**src/rtl/pwm_duty_decoder.sv**
```systemverilog
// rtl/pwm_duty_decoder.sv - PWM period and 8-bit duty decoder with stuck-input timeout
module pwm_duty_decoder #(
  parameter int CNT_W   = 16,
  parameter int TIMEOUT = 50000
) (
  input  logic             clk,
  input  logic             rst,
  input  logic             pwm_in,
  output logic [7:0]       duty,
  output logic [CNT_W-1:0] period,
  output logic             duty_valid,
  output logic             busy,
  output logic             timeout,
  output logic             overrun
);

  localparam logic [CNT_W-1:0] TMO_VAL = CNT_W'(TIMEOUT);
  localparam logic [CNT_W-1:0] CNT_ONE = CNT_W'(1);

  typedef enum logic {IDLE, MEASURE} state_e;

  state_e           state_q, state_d;
  logic             s1_q, s2_q, s3_q;
  logic             rise, fall;
  logic [CNT_W-1:0] cnt_q, cnt_d, cnt_inc;
  logic             tmo_hit;
  logic             fell_q, fell_d;
  logic [CNT_W-1:0] high_q, high_d;
  logic [CNT_W-1:0] div_p_q, div_p_d;
  logic [CNT_W:0]   rem_q, rem_d, rem_sh;
  logic [7:0]       quo_q, quo_d;
  logic             quo_bit;
  logic [2:0]       step_q, step_d;
  logic             sat_q, sat_d;
  logic             busy_q, busy_d;
  logic [CNT_W-1:0] hi_sel;
  logic [7:0]       duty_q, duty_d;
  logic [CNT_W-1:0] period_q, period_d;
  logic             valid_q, valid_d;
  logic             tmo_q, tmo_d;
  logic             ovr_q, ovr_d;

  // Two-flop synchronizer followed by one delay flop for edge detection
  always_ff @(posedge clk) begin
    if (rst) begin
      s1_q <= 1'b0;
      s2_q <= 1'b0;
      s3_q <= 1'b0;
    end else begin
      s1_q <= pwm_in;
      s2_q <= s1_q;
      s3_q <= s2_q;
    end
  end

  assign rise    = s2_q & ~s3_q;
  assign fall    = ~s2_q & s3_q;
  // Period counter saturates at TIMEOUT; the stuck strobe fires only on arrival there
  assign cnt_inc = (cnt_q == TMO_VAL) ? cnt_q : cnt_q + CNT_ONE;
  assign tmo_hit = (cnt_q != TMO_VAL) && (cnt_inc == TMO_VAL);

  // Measurement FSM, restoring divider and output registers
  always_ff @(posedge clk) begin
    if (rst) begin
      state_q  <= IDLE;
      cnt_q    <= '0;
      fell_q   <= 1'b0;
      high_q   <= '0;
      div_p_q  <= '0;
      rem_q    <= '0;
      quo_q    <= '0;
      step_q   <= '0;
      sat_q    <= 1'b0;
      busy_q   <= 1'b0;
      duty_q   <= '0;
      period_q <= '0;
      valid_q  <= 1'b0;
      tmo_q    <= 1'b0;
      ovr_q    <= 1'b0;
    end else begin
      state_q  <= state_d;
      cnt_q    <= cnt_d;
      fell_q   <= fell_d;
      high_q   <= high_d;
      div_p_q  <= div_p_d;
      rem_q    <= rem_d;
      quo_q    <= quo_d;
      step_q   <= step_d;
      sat_q    <= sat_d;
      busy_q   <= busy_d;
      duty_q   <= duty_d;
      period_q <= period_d;
      valid_q  <= valid_d;
      tmo_q    <= tmo_d;
      ovr_q    <= ovr_d;
    end
  end

  // Next state: one divider step per cycle, edge handling, then timeout (a rise beats it)
  always_comb begin
    state_d  = state_q;
    cnt_d    = cnt_inc;
    fell_d   = fell_q;
    high_d   = high_q;
    div_p_d  = div_p_q;
    rem_d    = rem_q;
    quo_d    = quo_q;
    step_d   = step_q;
    sat_d    = sat_q;
    busy_d   = busy_q;
    duty_d   = duty_q;
    period_d = period_q;
    valid_d  = 1'b0;
    tmo_d    = tmo_q;
    ovr_d    = ovr_q;
    rem_sh   = rem_q << 1;
    quo_bit  = (rem_sh >= {1'b0, div_p_q});
    // Without a fall in the period the high time equals the period, which saturates
    hi_sel   = fell_q ? high_q : cnt_q;

    if (busy_q) begin
      rem_d  = quo_bit ? (rem_sh - {1'b0, div_p_q}) : rem_sh;
      quo_d  = {quo_q[6:0], quo_bit};
      step_d = step_q + 3'd1;
      if (step_q == 3'd7) begin
        busy_d   = 1'b0;
        duty_d   = sat_q ? 8'hFF : {quo_q[6:0], quo_bit};
        period_d = div_p_q;
        valid_d  = 1'b1;
        tmo_d    = 1'b0;
      end
    end

    case (state_q)
      IDLE: begin
        if (rise) begin
          state_d = MEASURE;
          cnt_d   = CNT_ONE;
          fell_d  = 1'b0;
        end
      end
      MEASURE: begin
        if (rise) begin
          cnt_d  = CNT_ONE;
          fell_d = 1'b0;
          if (busy_q) begin
            ovr_d = 1'b1;
          end else begin
            busy_d  = 1'b1;
            step_d  = '0;
            quo_d   = '0;
            div_p_d = cnt_q;
            sat_d   = (hi_sel >= cnt_q);
            rem_d   = (hi_sel >= cnt_q) ? '0 : {1'b0, hi_sel};
          end
        end else if (fall && !fell_q) begin
          fell_d = 1'b1;
          high_d = cnt_q;
        end
      end
      default: state_d = IDLE;
    endcase

    if (tmo_hit && !rise) begin
      state_d  = IDLE;
      duty_d   = s2_q ? 8'hFF : 8'h00;
      period_d = '0;
      valid_d  = 1'b1;
      tmo_d    = 1'b1;
    end
  end

  assign duty       = duty_q;
  assign period     = period_q;
  assign duty_valid = valid_q;
  assign busy       = busy_q;
  assign timeout    = tmo_q;
  assign overrun    = ovr_q;

endmodule

```
**config.mk**
```make
export PLATFORM = sky130hd
export DESIGN_NAME = pwm_duty_decoder
export DESIGN_NICKNAME = d
export VERILOG_FILES = /design/src/rtl/pwm_duty_decoder.sv
export SDC_FILE = /design/constraint.sdc
export NUM_CORES = 1
export LEC_CHECK = 0
export CORE_ASPECT_RATIO = 1.2
export CORE_MARGIN = 3
export CORE_UTILIZATION = 34
export CTS_CLUSTER_SIZE = 12
export DETAILED_ROUTE_END_ITERATION = 6
export PLACE_DENSITY_LB_ADDON = 0.05
export SLEW_MARGIN = 15
export SYNTH_ARGS = -nofsm -noshare
export SYNTH_HDL_FRONTEND = slang
export SYNTH_SLANG_ARGS = --single-unit
```
**constraint.sdc**
```tcl
create_clock -name clk -period 3.8 [get_ports clk]
set_input_delay 0.38 -clock clk [delete_from_list [all_inputs] [get_ports clk]]
set_output_delay 0.38 -clock clk [all_outputs]
set_load 0.01 [all_outputs]
```
### Word level (Yosys, flattened, before mapping)

Index checks and enable logic that the tools add are counted.

* bitwise gates (word level): 7
* muxes and demuxes: 39
* magnitude comparators: 2
* add/subtract/negate cells: 3
* reductions and logical operators: 15
* equality and inequality tests: 6

Operators with widths (count)
* 17-bit two-way mux: 5
* 8-bit two-way mux: 9
* 16-bit two-way mux: 3
* 16-bit == test (second input constant): 2
* 17-bit by 16-bit greater-or-equal comparator with 1-bit output: 1
* 1-bit two-way mux: 17
* 17-bit by 16-bit subtractor with 17-bit output: 1
* 16-bit by 1-bit adder with 16-bit output (second input constant): 1
* 16-bit greater-or-equal comparator: 1
* 16-bit != test (second input constant): 1
* 3-bit two-way mux: 4
* 3-bit AND reduction: 3
* 2-bit AND reduction: 3
* 1-bit NOT: 5
* 2-bit nonzero test: 2
* 2-bit OR reduction: 2
* 3-bit by 1-bit adder with 3-bit output (second input constant): 1
* 3-bit == test (second input constant): 1
* 1-bit logical AND: 3
* 3-bit by 1-bit != test with 1-bit output (second input constant): 1
* 1-bit AND: 2
* 1-bit logical NOT: 2
* 2-bit != test (second input constant): 1
* 1-bit case mux with 2 select lines: 1

* input bits: 3
* output and inout bits: 28
* register bits after elaboration: 110

### Depth between registers and ports, before layout

Gate-level depths: netlist of the first run.

* word-level depth: 7
* mapped depth: 12

### Worst setup path after synthesis of the first run

OpenSTA, ideal clock, no wires.

* kind: register to register
* from: register fell_q
* to: register rem_q[14]
* clock period less this slack: 2.783 ns
* arrival: 2.699 ns
* cell stages (with the launch flop): 13
* path buffers: 3
* data required time: 3.716 ns
* setup time: 0.084 ns
* path slack: 1.017 ns
* cell sequence: dfxtp_1 > clkbuf_1 > clkbuf_1 > nand2_1 > o21ai_0 > ha_1 > and3_1 > o311a_1 > a211oi_1 > o21a_1 > clkbuf_1 > a22oi_1 > o221ai_1

* word-level cells in the longest chain between the ends: 6

RTL lines
* from (decl): line 27 `logic fell_q, fell_d;`
* from (signal assigned): line 83 `fell_q <= fell_d;`
* 16-bit two-way mux (*): line 119 `hi_sel = fell_q ? high_q : cnt_q;`
* 16-bit greater-or-equal comparator: line 154 `rem_d = (hi_sel >= cnt_q) ? '0 : {1'b0, hi_sel};`
* 16-bit two-way mux (*): line 154
* 17-bit two-way mux (*): line 146 `if (busy_q) begin`
* 17-bit two-way mux (*): line 143 `if (rise) begin`
* 17-bit two-way mux (*): line 134 `case (state_q)`
* to (signal assigned): line 86 `rem_q <= rem_d;`
* to (decl): line 30 `logic [CNT_W:0] rem_q, rem_d, rem_sh;`

Mark *: on every way between the ends. The rest lies on a longest branch, timed or not.
A chain may end at the register's enable or synchronous reset.

### Final worst setup path of the first run

* from: register fell_q
* to: register rem_q[1]

The elaborated chain is that of the path after synthesis.

==> results.sh, run 1 <==
export IMPL_seq_area_frac_synth_pct=36.1
export IMPL_synthCells=741
export IMPL_grt_overflow_total=0
export IMPL_synth_seq_cells=108
export IMPL_grt_max_degree=44
export IMPL_synth_largest_area_cell="dfxtp_1"
export IMPL_diodes=0
export IMPL_io_buffers=30
export IMPL_ys_top_cells_by_area="dfxtp_1 36%, nand2_1 8.3%, ha_1 7.7%"
export IMPL_clock_fmax_mhz=295
export IMPL_hold_end="s2_q$_SDFF_PP0_"
export IMPL_numCtsBuffers=9
export IMPL_required_ns=4.08
export IMPL_critPathArrivalTime_ns=3.67
export IMPL_leakagePower_uw=0.00240
export IMPL_slew_viol_final=0
export IMPL_pin_count=31
export IMPL_clockBufferDepth=2
export IMPL_finalSetupViolCount=0
export IMPL_synth_commonest_cells="133 x nand2_1, 108 x dfxtp_1, 59 x a21oi_1"
export IMPL_via_count=5256
export IMPL_antenna_left=0
export IMPL_insertion_delay_ns=0.37
export IMPL_root_buffer="clkbuf_16"
export IMPL_max_slew_margin_rel_pct=24.4
export IMPL_area_delta_synth_final_pct=13.1
export IMPL_p_per_area_nw_per_um2=337
export IMPL_num_nets_final=788
export IMPL_fin_skew_ns=0.00836
export IMPL_criticalPathCategory="register to register"
export IMPL_grt_pass1_vias=5063
export IMPL_layout_drive_gt1_share_pct=6.78
export IMPL_cp_start_kind="register"
export IMPL_globalRouteMet3Util_pct=1.98
export IMPL_yosysUniqueCellTypes=67
export IMPL_worstMarginPinSlew_ns=1.13
export IMPL_drt_iter0_markers=453
export IMPL_synth_top_flop_cell="dfxtp_1"
export IMPL_drt_first_pass_iters=5
export IMPL_min_path_type="register to register"
export IMPL_num_rows=52
export IMPL_wl_per_cell_um=17.9
export IMPL_synth_area_um2=5980
export IMPL_synth_enable_flop_cells=0
export IMPL_route_detailed_drc=0
export IMPL_r2r_start="fell_q$_SDFFE_PP0P_"
export IMPL_async_flop_share_pct=0
export IMPL_die_w_um=127
export IMPL_clock_sinks=108
export IMPL_hpwl_mm=12.8
export IMPL_gr_usage_all_layers_pct=18.8
export IMPL_cts_tree="yes"
export IMPL_use_met2_pct=30.1
export IMPL_fin_crit_sh_pct=89.1
export IMPL_dp_slack_ns=0.431
export IMPL_hp_start="s1_q$_SDFF_PP0_"
export IMPL_fin_crit_ns=3.39
export IMPL_synth_top_area_share_pct=36.1
export IMPL_timing_setup_tns_ns=0
export IMPL_drv_cap=0
export IMPL_wl_mm=17.3
export IMPL_cts_setup_buffers=0
export IMPL_die_h_um=151
export IMPL_critPathMaxFanout=34
export IMPL_place_congestion=0.833
export IMPL_post_synth_top_count_cell="nand2_1"
export IMPL_reg2reg_slack_ns=0.41
export IMPL_grt_util_met1_pct=26.3
export IMPL_busiest_layer="met2"
export IMPL_r2r_end="rem_q[1]$_SDFF_PP0_"
export IMPL_yosys_warnings=0
export IMPL_status="complete, no violations"
export IMPL_rsz0062_at_grt="no"
export IMPL_antenna_found_initial=0
export IMPL_dieArea_um2=19200
export IMPL_hold_depth=1
export IMPL_rr_worst_depth=8
export IMPL_grt_first_pass_wirelength_mm=28.3
export IMPL_syn_num_nets=782
export IMPL_initial_utilization_pct=35.1
export IMPL_cts_resized=0
export IMPL_hold_viol=0
export IMPL_fin_ws_ns=0.414
export IMPL_crit_path_end_kind="register"
export IMPL_vias_per_cell=5.43
export IMPL_cts_htree_levels=3
export IMPL_peakVddDrop_mv=0.198
export IMPL_core_um2=17000
export IMPL_path_clk_slew_ns=0.07
export IMPL_avgSynthCellArea_um2=8.07
export IMPL_holdBufCountCts=0
==> power by group <==
| group | internal, uW | switching (uW) | leakage [uW] |
|---|---|---|---|
| clock network | 583 | 466 | 0.000158 |
| registers | 1140 | 8.25 | 0.000871 |
| logic | 25.1 | 59.0 | 0.00138 |
==> worst max-delay path: stages, from the launching register on <==
cell	delay, ns
dfxtp_1	0.96
o21ai_0	0.26
ha_1	0.35
and3_1	0.19
o311a_1	0.33
a211oi_1	0.26
o21a_1	0.55
a22oi_1	0.19
o221ai_1	0.20
==> cells in the final DEF (no fill, tap or decap), types with 7 or more instances in the layout <==
cell type,netlist,routed
a22oi_1,13,13
ha_1,37,37
nor2b_1,11,11
nand4_1,8,8
xnor2_1,17,17
a221o_1,8,8
nor3_1,22,22
and2_1,7,7
and3_1,8,8
clkdlybuf4s50_1,0,29
a21o_1,7,7
dfxtp_1,108,108
o21ai_0,28,28
mux2_4,8,8
nand2_1,133,133
a211oi_1,10,10
nor2_1,56,56
clkbuf_16,0,9
nand3_1,12,12
a21oi_1,59,59
o211ai_1,12,12
inv_1,38,38
buf_4,0,10
==> metrics by stage <==
stage / util (%) / power (uW) / instance area [um^2] / hold slack (ns) / std cells
after floorplan: - / 1230 / 5980 / 0.414 / 741
after global placement: 37.8 / 1260 / 6440 / 0.424 / 952
after detailed placement: 37.8 / 1260 / 6440 / 0.437 / 952
after CTS: 39.7 / 2310 / 6760 / 0.453 / 968
after global routing: 39.7 / 2360 / 6760 / 0.460 / 968
final: 39.7 / 2280 / 6760 / 0.447 / 968
==> how the worst max path moves through the flow <==
stage                      endpoint  slack (ns)                start  cells after the start
6_report        rem_q[1]$_SDFF_PP0_        0.41  fell_q$_SDFFE_PP0P_                      8
2_1_floorplan  rem_q[14]$_SDFF_PP0_        1.02  fell_q$_SDFFE_PP0P_                     12
3_5_place_dp    rem_q[1]$_SDFF_PP0_        0.43  fell_q$_SDFFE_PP0P_                      8
5_1_grt         rem_q[8]$_SDFF_PP0_        0.09  fell_q$_SDFFE_PP0P_                      8
3_3_place_gp   rem_q[14]$_SDFF_PP0_        0.54  fell_q$_SDFFE_PP0P_                      8
4_1_cts         rem_q[1]$_SDFF_PP0_        0.41  fell_q$_SDFFE_PP0P_                      8
==> kinds of logic (layout without fill, tap and decap cells) <==
kind of cell	Yosys count	count (layout)	share of synthesized area (%)
AO/OA/AOI/OAI	190	190	21.7
multiplexers	10	10	2.34
adder cells (fa/ha/maj)	38	38	8.07
flip-flops	108	108	36.1
XOR/XNOR	23	23	3.37
buffers and inverters	83	94	5.52
AND/OR/NAND/NOR	289	289	22.9
==> registers in the layout (all words and copies together) (netlist names), 3 cells and up <==
register  cells
high_q       16
rem_q        16
duty          8
period       16
div_p_q      16
quo_q         7
cnt_q        16
step_q        3
==> area by class of cell <==
class | count | area, um^2
multi-input combinational | 550 | 3500
tap | 216 | 270
fill | 1783 | 10300
sequential | 108 | 2160
inverter | 38 | 143
timing repair buffer | 40 | 370
clock buffer | 9 | 225
clock inverter | 7 | 97.6
==> metal layers <==
layer / up-vias / wire, um
met5: - / 0
met4: 0 / 299
met3: 17 / 513
met2: 103 / 8000
met1: 2502 / 8480
li1: 2634 / -
Note: power is estimated with default switching activity, not from simulation.
==> run 2: changes to the inputs <==
CTS_CLUSTER_SIZE = 10   (was 12)
==> results of run 2 <==
Final layout, timing and power as in run 1 (identical DEF).
